<file path="src/rtl/tile_fifo_ctl_if.sv">
`default_nettype none
// +--------------------------------------------------------------------+
// | tile_fifo_ctl_if : push/pop handshake, tile data and status bundle  |
// | Revision 1.0                                                        |
// +--------------------------------------------------------------------+
interface tile_fifo_ctl_if #(
    parameter int BITS  = 8,
    parameter int SIZE  = 2,
    parameter int DEPTH = 3
);
    localparam int c_cnt_w = $clog2(DEPTH + 1);

    logic                                 flush;
    logic                                 push;
    logic                                 push_rdy;
    logic [SIZE-1:0][SIZE-1:0][BITS-1:0]  din;
`ifdef TILE_FIFO_TRANSPOSE_EN
    logic                                 din_transpose;
`endif
    logic                                 pop;
    logic                                 pop_rdy;
    logic [SIZE-1:0][SIZE-1:0][BITS-1:0]  dout;
    logic [c_cnt_w-1:0]                   count;
    logic                                 full;
    logic                                 empty;
    logic                                 almost_full;
    logic                                 almost_empty;

    modport master (
        output flush, push, din, pop,
`ifdef TILE_FIFO_TRANSPOSE_EN
        output din_transpose,
`endif
        input  push_rdy, pop_rdy, dout, count, full, empty, almost_full, almost_empty
    );

    modport slave (
        input  flush, push, din, pop,
`ifdef TILE_FIFO_TRANSPOSE_EN
        input  din_transpose,
`endif
        output push_rdy, pop_rdy, dout, count, full, empty, almost_full, almost_empty
    );
endinterface
`default_nettype wire

</file>
<file path="src/rtl/tile_fifo_ctl.sv">
`default_nettype none
// +--------------------------------------------------------------------+
// | tile_fifo_ctl : DEPTH-entry first-word-fall-through tile FIFO with  |
// | flush and almost flags; TILE_FIFO_TRANSPOSE_EN adds write transpose |
// | Revision 1.0                                                        |
// +--------------------------------------------------------------------+
module tile_fifo_ctl #(
    parameter int BITS         = 8,
    parameter int SIZE         = 2,
    parameter int DEPTH        = 3,
    parameter int AFULL_LEVEL  = DEPTH - 1,
    parameter int AEMPTY_LEVEL = 1
) (
    input  wire logic         clk,
    input  wire logic         rst_n,
    tile_fifo_ctl_if.slave    bus
);
    localparam int c_ptr_w = $clog2(DEPTH);
    localparam int c_cnt_w = $clog2(DEPTH + 1);

    localparam logic [c_ptr_w-1:0] c_last_ptr  = c_ptr_w'(DEPTH - 1);
    localparam logic [c_cnt_w-1:0] c_depth_cnt = c_cnt_w'(DEPTH);
    localparam logic [c_cnt_w-1:0] c_afull     = c_cnt_w'(AFULL_LEVEL);
    localparam logic [c_cnt_w-1:0] c_aempty    = c_cnt_w'(AEMPTY_LEVEL);

    typedef logic [SIZE-1:0][SIZE-1:0][BITS-1:0] tile_t;

    tile_t              mem_q [DEPTH];
    logic [c_ptr_w-1:0] head_q, head_d;
    logic [c_ptr_w-1:0] tail_q, tail_d;
    logic [c_cnt_w-1:0] count_q, count_d;

    logic  w_full;
    logic  w_empty;
    logic  w_push_acc;
    logic  w_pop_acc;
    logic  w_wr_en;
    tile_t w_wr_tile;

    // Explicit wrap keeps pointers inside 0..DEPTH-1 for non-power-of-two depths
    function automatic logic [c_ptr_w-1:0] next_ptr(input logic [c_ptr_w-1:0] p);
        return (p == c_last_ptr) ? '0 : p + 1'b1;
    endfunction

    assign w_full     = (count_q == c_depth_cnt);
    assign w_empty    = (count_q == '0);
    assign w_push_acc = bus.push && !w_full;
    assign w_pop_acc  = bus.pop && !w_empty;
    assign w_wr_en    = rst_n && !bus.flush && w_push_acc;

`ifdef TILE_FIFO_TRANSPOSE_EN
    tile_t w_din_tr;
    for (genvar i = 0; i < SIZE; i++) begin : g_row
        for (genvar j = 0; j < SIZE; j++) begin : g_col
            assign w_din_tr[i][j] = bus.din[j][i];
        end
    end
    assign w_wr_tile = bus.din_transpose ? w_din_tr : bus.din;
`else
    assign w_wr_tile = bus.din;
`endif

    always_comb begin
        head_d  = head_q;
        tail_d  = tail_q;
        count_d = count_q;
        if (bus.flush) begin
            head_d  = '0;
            tail_d  = '0;
            count_d = '0;
        end else begin
            if (w_push_acc) tail_d = next_ptr(tail_q);
            if (w_pop_acc)  head_d = next_ptr(head_q);
            case ({w_push_acc, w_pop_acc})
                2'b10:   count_d = count_q + 1'b1;
                2'b01:   count_d = count_q - 1'b1;
                default: count_d = count_q;
            endcase
        end
    end

    always_ff @(posedge clk) begin
        if (!rst_n) begin
            head_q  <= '0;
            tail_q  <= '0;
            count_q <= '0;
        end else begin
            head_q  <= head_d;
            tail_q  <= tail_d;
            count_q <= count_d;
        end
    end

    // Storage is deliberately left unreset; dout masking hides stale entries
    always_ff @(posedge clk) begin
        if (w_wr_en) mem_q[tail_q] <= w_wr_tile;
    end

    assign bus.push_rdy     = !w_full;
    assign bus.pop_rdy      = !w_empty;
    assign bus.dout         = w_empty ? '0 : mem_q[head_q];
    assign bus.count        = count_q;
    assign bus.full         = w_full;
    assign bus.empty        = w_empty;
    assign bus.almost_full  = (count_q >= c_afull);
    assign bus.almost_empty = (count_q <= c_aempty);

`ifndef SYNTHESIS
    a_count_le_depth: assert property (@(posedge clk) count_q <= c_depth_cnt);
    a_head_in_range:  assert property (@(posedge clk) head_q <= c_last_ptr);
    a_tail_in_range:  assert property (@(posedge clk) tail_q <= c_last_ptr);
`endif
endmodule
`default_nettype wire

</file>
<file path="src/flat_wrapper.sv">
// flat-port wrapper written by rule: the top's interface ports become plain ports
module tile_fifo_ctl_flat 
#(
    parameter int BITS         = 8,
    parameter int SIZE         = 2,
    parameter int DEPTH        = 3,
    parameter int AFULL_LEVEL  = DEPTH - 1,
    parameter int AEMPTY_LEVEL = 1
)
  (clk, rst_n, bus_flush, bus_push, bus_din, bus_pop, bus_push_rdy, bus_pop_rdy, bus_dout, bus_count, bus_full, bus_empty, bus_almost_full, bus_almost_empty);
  tile_fifo_ctl_if #(.BITS(BITS), .SIZE(SIZE), .DEPTH(DEPTH)) bus_i ();
  input  wire logic clk;
  input  wire logic rst_n;
  input wire logic [$bits(bus_i.flush)-1:0] bus_flush;
  input wire logic [$bits(bus_i.push)-1:0] bus_push;
  input wire logic [$bits(bus_i.din)-1:0] bus_din;
  input wire logic [$bits(bus_i.pop)-1:0] bus_pop;
  output wire logic [$bits(bus_i.push_rdy)-1:0] bus_push_rdy;
  output wire logic [$bits(bus_i.pop_rdy)-1:0] bus_pop_rdy;
  output wire logic [$bits(bus_i.dout)-1:0] bus_dout;
  output wire logic [$bits(bus_i.count)-1:0] bus_count;
  output wire logic [$bits(bus_i.full)-1:0] bus_full;
  output wire logic [$bits(bus_i.empty)-1:0] bus_empty;
  output wire logic [$bits(bus_i.almost_full)-1:0] bus_almost_full;
  output wire logic [$bits(bus_i.almost_empty)-1:0] bus_almost_empty;
  assign bus_i.flush = bus_flush;
  assign bus_i.push = bus_push;
  assign bus_i.din = bus_din;
  assign bus_i.pop = bus_pop;
  assign bus_push_rdy = bus_i.push_rdy;
  assign bus_pop_rdy = bus_i.pop_rdy;
  assign bus_dout = bus_i.dout;
  assign bus_count = bus_i.count;
  assign bus_full = bus_i.full;
  assign bus_empty = bus_i.empty;
  assign bus_almost_full = bus_i.almost_full;
  assign bus_almost_empty = bus_i.almost_empty;
  tile_fifo_ctl #(.BITS(BITS), .SIZE(SIZE), .DEPTH(DEPTH), .AFULL_LEVEL(AFULL_LEVEL), .AEMPTY_LEVEL(AEMPTY_LEVEL)) u_core (.clk(clk), .rst_n(rst_n), .bus(bus_i));
endmodule
</file>
<file path="config.mk">
export PLATFORM = sky130hd
export DESIGN_NAME = tile_fifo_ctl_flat
export DESIGN_NICKNAME = d
export VERILOG_FILES = /design/src/rtl/tile_fifo_ctl_if.sv /design/src/rtl/tile_fifo_ctl.sv /design/src/flat_wrapper.sv
export SDC_FILE = /design/constraint.sdc
export NUM_CORES = 1
export LEC_CHECK = 0
export BUFFER_PORTS_ARGS = -buffer_cell sky130_fd_sc_hd__buf_4
export CAP_MARGIN = 5
export CORE_ASPECT_RATIO = 0.9
export CORE_MARGIN = 2
export CORE_UTILIZATION = 55
export DETAILED_ROUTE_END_ITERATION = 8
export PLACE_DENSITY_LB_ADDON = 0.15
export SYNTH_ARGS = -nofsm -noshare
export SYNTH_HDL_FRONTEND = slang
export SYNTH_SLANG_ARGS = --single-unit
</file>
<file path="constraint.sdc">
create_clock -name clk -period 6.9 [get_ports clk]
set_input_delay 1.38 -clock clk [delete_from_list [all_inputs] [get_ports clk]]
set_output_delay 1.38 -clock clk [all_outputs]
set_load 0.05 [all_outputs]
</file>
==> impl_metrics.tcl, run 1 <==
set metrics [dict create \
    synthArstFlopShare 0 \
    htree_levels 3 \
    crit_buf_inv 1 \
    postCtsHoldBufs 0 \
    period_minus_slack_ns 3.62 \
    cts.reportedPaths.clkPinSlew_ns 0.09 \
    drc 0 \
    maxUsedRoutingLayer "met4" \
    final-setup-viol-count 0 \
    rsz0062_at_grt "false" \
    grt_pass1_vias 2195 \
    start_kind "flop" \
    syn_inst 251 \
    reg2regPathDepth 9 \
    whs_endpoint "u_core.head_q[1]$_SDFFE_PP0N_" \
    start_util 0.570 \
    fin_setup_tns_ns 0 \
    slew_headroom 0.259 \
    syn2layout_area_growth_pct 19.3 \
    synth_cell_types 24 \
    met2_length_mm 3.50 \
    cap_viol_max_count 0 \
    place_inst 414 \
    die_x_um 97.2 \
    p_leak_nw 1.86 \
    synth_ff_type "edfxtp_1" \
    ant_nets 0 \
    clkSinkCount 104 \
    hold_path_class "reg2reg" \
    hold_viol_final 0 \
    grt_usage 0.172 \
    die_area_um2 8540 \
    slowest_stage "dfxtp_2" \
    synth_warnings 0 \
    min-delay-start "u_core.head_q[1]$_SDFFE_PP0N_" \
    rrSetupSlack_ns 4.54 \
    vias 2239 \
    final-seq-area_um2 3050 \
    r2r-end "u_core.bus.count[1]$_SDFFE_PP0P_" \
    place_ws_ns 3.64 \
    max_stage_delay_ns 1.07 \
    syn_nets 293 \
    ys_seq_elements 104 \
    fin_cells 430 \
    grt_remaining_overflow 0 \
    finalClockSkew_ns 0.0149 \
    outcome "finished clean" \
    syn_area_um2 4300 \
    finalNetCount 371 \
    gp_congestion 0.707 \
    drt-total-wl_mm 6.93 \
    pin_count 77 \
    maxSlewViolCount 0 \
    cts_made_buffers 9 \
    layout-drive-gt1-share 0.404 \
    post_cts_buffers 0 \
    power_per_cell_area_nw_per_um2 235 \
    fp-row-count 30 \
    core_um2 7540 \
    numPortBuffers 76 \
    grt_max_degree 33 \
    synth.avg_cell_area_um2 17.1 \
    diodes 0 \
    root_buffer "clkbuf_8" \
    crit_chain "mux2_4, mux2i_1, nor2_1, buf_4" \
    hpwl_mm 4.24 \
    cts.repair.resized 0 \
    post-route-period-util 0.525 \
    r2r_start "u_core.bus.count[1]$_SDFFE_PP0P_" \
    clock.fmax_mhz 276 \
    cts_buffer_depth 2 \
    yosysSeqAreaShare 0.708 \
    vdd_drop_max_uv 125 \
    cts_tree "yes" \
    die_h_um 87.9 \
    fillerInstances 510 \
    path_delay_family "flip-flops" \
    firstDrtPassIters 4 \
    synth-edff-count 96 \
    worstMarginPinSlew_ns 1.11 \
    met3WireLength_um 328 \
    drtIter0Drc 94 \
    required_ns 5.52 \
    worstPathMaxFanout 32 \
    antenna_found_initial 0 \
    wl_met1_mm 3.05 \
    cp.arrival_ns 2.24 \
    wire_per_inst_um 16.1 \
    min_path_cells 2 \
    crit_path_end_kind "output pin" \
    multi_input_area_um2 1160 \
    path_class "reg2out" \
    insertion_delay_ns 0.36 \
    grt_first_pass_wirelength_mm 11.0 \
    setup_ws_ns 3.28 \
    viasPerCell 5.21 \
]
[per-stage QoR]
step | utilization | total power, mW | hold WS [ns] | area [µm²]
after floorplan | - | 0.828 | 0.454 | 4300
after global placement | 0.656 | 0.883 | 0.467 | 4950
after detailed placement | 0.656 | 0.886 | 0.481 | 4950
after CTS | 0.680 | 1.22 | 0.502 | 5130
after global routing | 0.680 | 1.25 | 0.534 | 5130
final | 0.680 | 1.21 | 0.500 | 5130
[worst register-to-register path: cells and delay by family (launching register included)]
family	cells	cell delay (ns)
xor+xnor	1	0.17
fa+ha+maj	2	0.80
compound gates	1	0.16
simple gates	2	0.26
flops	1	0.36
buf+inv	3	0.54
[metal layers]
metal,track usage,vias up
met5,0,-
met4,0.0538,0
met3,0.0543,4
met2,0.295,63
met1,0.212,1091
li1,-,1081
[worst max-delay path by stage]
stage	to	cells past startpoint
after CTS	bus_dout[30]	4
after global placement	bus_dout[6]	4
after floorplan	u_core.mem_q[0][0]$_DFFE_PP_	3
after detailed placement	bus_dout[30]	4
after global routing	bus_dout[10]	4
final	bus_dout[6]	4
[where the power goes]
group          switching, mW  total [mW]  internal [mW]
sequential           0.00712       0.704          0.697
combinational          0.105       0.166         0.0602
clock                  0.202       0.336          0.134
[kinds of logic (layout without fill, tap and decap cells)]
group                    after synthesis  after routing  share of synthesized area
flip-flops                           104            104                      0.708
multiplexers                          64             64                      0.185
AND/OR/NAND/NOR                       52             52                     0.0553
buffers and inverters                 19            102                     0.0265
adder cells (fa/ha/maj)                5              5                     0.0146
AO/OA/AOI/OAI                          5              5                    0.00728
XOR/XNOR                               2              2                    0.00408
[sequential cells by signal, summed over array words and instances, names as in the netlist, named ones only]
name / flops
u_core.mem_q: 96
u_core.bus.count: 2
u_core.head_q: 2
u_core.tail_q: 2
[placed cells by master (no fill, tap or decap)]
| cell | count |
|---|---|
| clkinvlp_4 | 2 |
| edfxtp_1 | 96 |
| nand4_1 | 1 |
| nand2b_4 | 1 |
| nor4_2 | 3 |
| dfxtp_2 | 2 |
| inv_2 | 2 |
| a211oi_1 | 1 |
| a21oi_1 | 3 |
| or2_1 | 1 |
| a21oi_2 | 1 |
| inv_1 | 4 |
| nand2b_1 | 4 |
| clkinv_4 | 2 |
| mux2_1 | 2 |
| inv_6 | 2 |
| xor2_1 | 2 |
| nand2_1 | 5 |
| clkinv_2 | 1 |
| mux2_4 | 30 |
| mux2i_1 | 32 |
| ha_1 | 5 |
| or3_1 | 2 |
| or3b_1 | 1 |
| buf_4 | 80 |
| dfxtp_1 | 6 |
| clkbuf_8 | 9 |
| nor2_1 | 34 |
[synth_stat cells, types with 2 or more instances]
cell      instances  share of area
edfxtp_1         96           0.67
nor2_1           34          0.030
mux2i_1          32          0.075
mux2_4           30           0.10
dfxtp_1           8          0.037
buf_6             5          0.013
ha_1              5          0.015
nand2_1           5         0.0044
buf_2             4         0.0047
clkbuf_1          4         0.0035
inv_1             4         0.0035
nand2b_1          4         0.0058
a21oi_1           3         0.0035
nor4_1            3         0.0044
inv_2             2         0.0017
mux2_1            2         0.0052
or3_1             2         0.0029
xor2_1            2         0.0041
[layout make-up]
| type | instances | area share |
|---|---|---|
| flip-flops and latches | 104 | 0.594 |
| inverters | 6 | 0.00439 |
| well taps | 96 | 0.0234 |
| repair buffers | 80 | 0.117 |
| multi-input cells | 128 | 0.226 |
| clock buffers | 9 | 0.0242 |
| clock inverters | 7 | 0.0107 |
Note: power is estimated with default switching activity, not from simulation.
==> inputs of run 2 (changes only) <==
--- a/config.mk
+++ b/config.mk
@@ -9,7 +9,7 @@
 export CAP_MARGIN = 5
 export CORE_ASPECT_RATIO = 0.9
 export CORE_MARGIN = 2
-export CORE_UTILIZATION = 55
+export CORE_UTILIZATION = 50
 export DETAILED_ROUTE_END_ITERATION = 8
 export PLACE_DENSITY_LB_ADDON = 0.15
 export SYNTH_ARGS = -nofsm -noshare
==> constraint.sdc (replaced) <==
create_clock -name clk -period 2.9 [get_ports clk]
set_input_delay 0.58 -clock clk [delete_from_list [all_inputs] [get_ports clk]]
set_output_delay 0.58 -clock clk [all_outputs]
set_load 0.05 [all_outputs]
==> run 2 against run 1 <==
Sequential cell count unchanged. Setup slack worse by 2.8 ns. Wire length up 2.1%. Utilization down 5.3 points. Clock skew down 0.010 ns. Clock-buffer cell count unchanged. Die area up 9.6%. Via count up 0.85%. Worst hold slack worse by 0.079 ns. Final cell count up 7.0%. Final area up 3.2%. Critical path type unchanged. Critical endpoint is now bus_dout[30]. Largest cell class unchanged.
==> impl_metrics.tcl, run 2 (synthesized netlist as in run 1, its figures left out) <==
set metrics [dict create \
    final-setup-viol-count 0 \
    core_um2 8450 \
    r2r_start "u_core.bus.count[1]$_SDFFE_PP0P_" \
    p_clk_frac 0.307 \
    grt_remaining_overflow 0 \
    fin_cells 460 \
    start_kind "flop" \
    cap_viol_max_count 0 \
    crit_chain "inv_1, ha_2, buf_4, nor2_1, buf_4" \
    vias 2258 \
    finalNetCount 378 \
    start_util 0.509 \
    layout-drive-gt1-share 0.440 \
    cts_tree "yes" \
    wire_per_inst_um 15.4 \
    grt_pass1_vias 2226 \
    postCtsHoldBufs 0 \
    multi_input_area_um2 1210 \
    worstPathMaxFanout 20 \
    firstDrtPassIters 4 \
    root_buffer "clkbuf_8" \
    hold_viol_final 0 \
    post_cts_buffers 0 \
    intPower_mw 2.29 \
    reg2regPathDepth 8 \
    pwr-share-seq 0.555 \
    grt_first_pass_wirelength_mm 11.0 \
    drc 0 \
    max_stage_delay_ns 0.42 \
    min_path_cells 1 \
    cp.arrival_ns 1.88 \
    vdd_drop_max_uv 327 \
    grt_max_degree 21 \
    rsz0062_at_grt "false" \
    whs_endpoint "u_core.mem_q[0][24]$_DFFE_PP_" \
    die_h_um 92.0 \
    outcome "finished clean" \
    worstMarginPinSlew_ns 0.559 \
    antenna_found_initial 0 \
    power_per_cell_area_nw_per_um2 567 \
    hpwl_mm 4.70 \
    grt_usage 0.158 \
    ant_nets 0 \
    numPortBuffers 76 \
    syn2layout_area_growth_pct 23.1 \
    combPwrFrac 0.137 \
    cts.reportedPaths.clkPinSlew_ns 0.09 \
    post-route-period-util 0.849 \
    power_mw 3.00 \
    clock.fmax_mhz 406 \
    min-delay-start "bus_din[24]" \
    drtIter0Drc 54 \
    fillerInstances 618 \
    required_ns 2.32 \
    cts.repair.resized 0 \
    slew_headroom 0.627 \
    final_util 0.626 \
    layout_commonest_cell "edfxtp_1" \
    final-seq-area_um2 3050 \
    period_minus_slack_ns 2.46 \
    insertion_delay_ns 0.34 \
    path_delay_family "buffers and inverters" \
    die_area_um2 9360 \
    p_leak_nw 1.92 \
    pin_count 77 \
    diodes 0 \
    cts_buffer_depth 2 \
    path_class "reg2out" \
    htree_levels 3 \
    largest-register "u_core.mem_q" \
    rrSetupSlack_ns 1.02 \
    clkSinkCount 104 \
    worst_path_most_repeated_cell "buf_4" \
    place_inst 444 \
    gp_congestion 0.654 \
    crit_path_end_kind "output pin" \
    largest_reg_flops 96 \
    crit_buf_inv 3 \
    drt-total-wl_mm 7.08 \
    slowest_stage "ha_2" \
    switching_share 0.238 \
    netSwitchingPower_mw 0.716 \
    cts_made_buffers 9 \
    finalClockSkew_ns 0.00467 \
    viasPerCell 4.91 \
    r2r-end "u_core.bus.count[1]$_SDFFE_PP0P_" \
    maxSlewViolCount 0 \
    hold_path_class "in2reg" \
    layout_common_cells "edfxtp_1 (96), buf_4 (87), mux2i_1 (32)" \
    fp-row-count 32 \
    die_x_um 102 \
]
-- run 2: changes by cell type in the layout (fill, tap and decap cells not counted), sizes merged --
cell,before,now
bufinv,0,2
inv,8,6
clkinv,3,5
clkinvlp,2,0
buf,80,87
-- run 2: layout make-up --
| class | count | area share |
|---|---|---|
| multi-input combinational | 128 | 0.229 |
| clock buffer | 9 | 0.0234 |
| tap | 119 | 0.0281 |
| sequential | 104 | 0.575 |
| timing repair buffer | 87 | 0.123 |
| clock inverter | 7 | 0.0163 |
| inverter | 6 | 0.00426 |
-- run 2: how the worst max path moves through the flow --
stage | start | endpoint | cells after the start
6_report | u_core.bus.count[1]$_SDFFE_PP0P_ | bus_dout[30] | 5
3_5_place_dp | u_core.bus.count[1]$_SDFFE_PP0P_ | bus_dout[30] | 5
4_1_cts | u_core.bus.count[1]$_SDFFE_PP0P_ | bus_dout[30] | 5
2_1_floorplan | u_core.bus.count[0]$_SDFFE_PP0P_ | u_core.mem_q[0][0]$_DFFE_PP_ | 2
5_1_grt | u_core.bus.count[1]$_SDFFE_PP0P_ | bus_dout[1] | 5
3_3_place_gp | flop | bus_dout[30] | 4
-- run 2: worst register-to-register path, delay by kind of cell, from the launching register on --
kind	cells	cell delay [ns]
adder cells (fa/ha/maj)	2	0.61
flip-flops	1	0.37
AND/OR/NAND/NOR	2	0.29
XOR/XNOR	1	0.19
AO/OA/AOI/OAI	1	0.19
buffers and inverters	2	0.14
-- run 2: through the flow --
stage               setup TNS [ns]  hold slack (ns)  area [µm²]  setup WS [ns]
detailed placement               0            0.483        5080          0.772
global placement                 0            0.467        5080          0.805
CTS                              0            0.405        5290          0.379
global route                     0            0.400        5290          0.268
finish                           0            0.421        5290          0.437
floorplan                   -53.27            0.454        4340         -0.555
-- run 2: power by group through the flow --
| stage | clock network, mW | registers (mW) | logic [mW] |
|---|---|---|---|
| floorplan | 0 | 1.71 | 0.269 |
| global placement | 0 | 1.70 | 0.412 |
| detailed placement | 0 | 1.70 | 0.417 |
| CTS | 0.946 | 1.67 | 0.418 |
| global route | 1.01 | 1.67 | 0.437 |
| finish | 0.923 | 1.67 | 0.412 |
-- run 2: layer usage --
| layer | part of all wire | track usage | vias to the layer above |
|---|---|---|---|
| met2 | 0.49 | 0.257 | 52 |
| met4 | 0.010 | 0.0574 | 0 |
| met1 | 0.45 | 0.204 | 1102 |
| met5 | 0 | 0 | - |
| li1 | - | - | 1095 |
| met3 | 0.047 | 0.0419 | 9 |
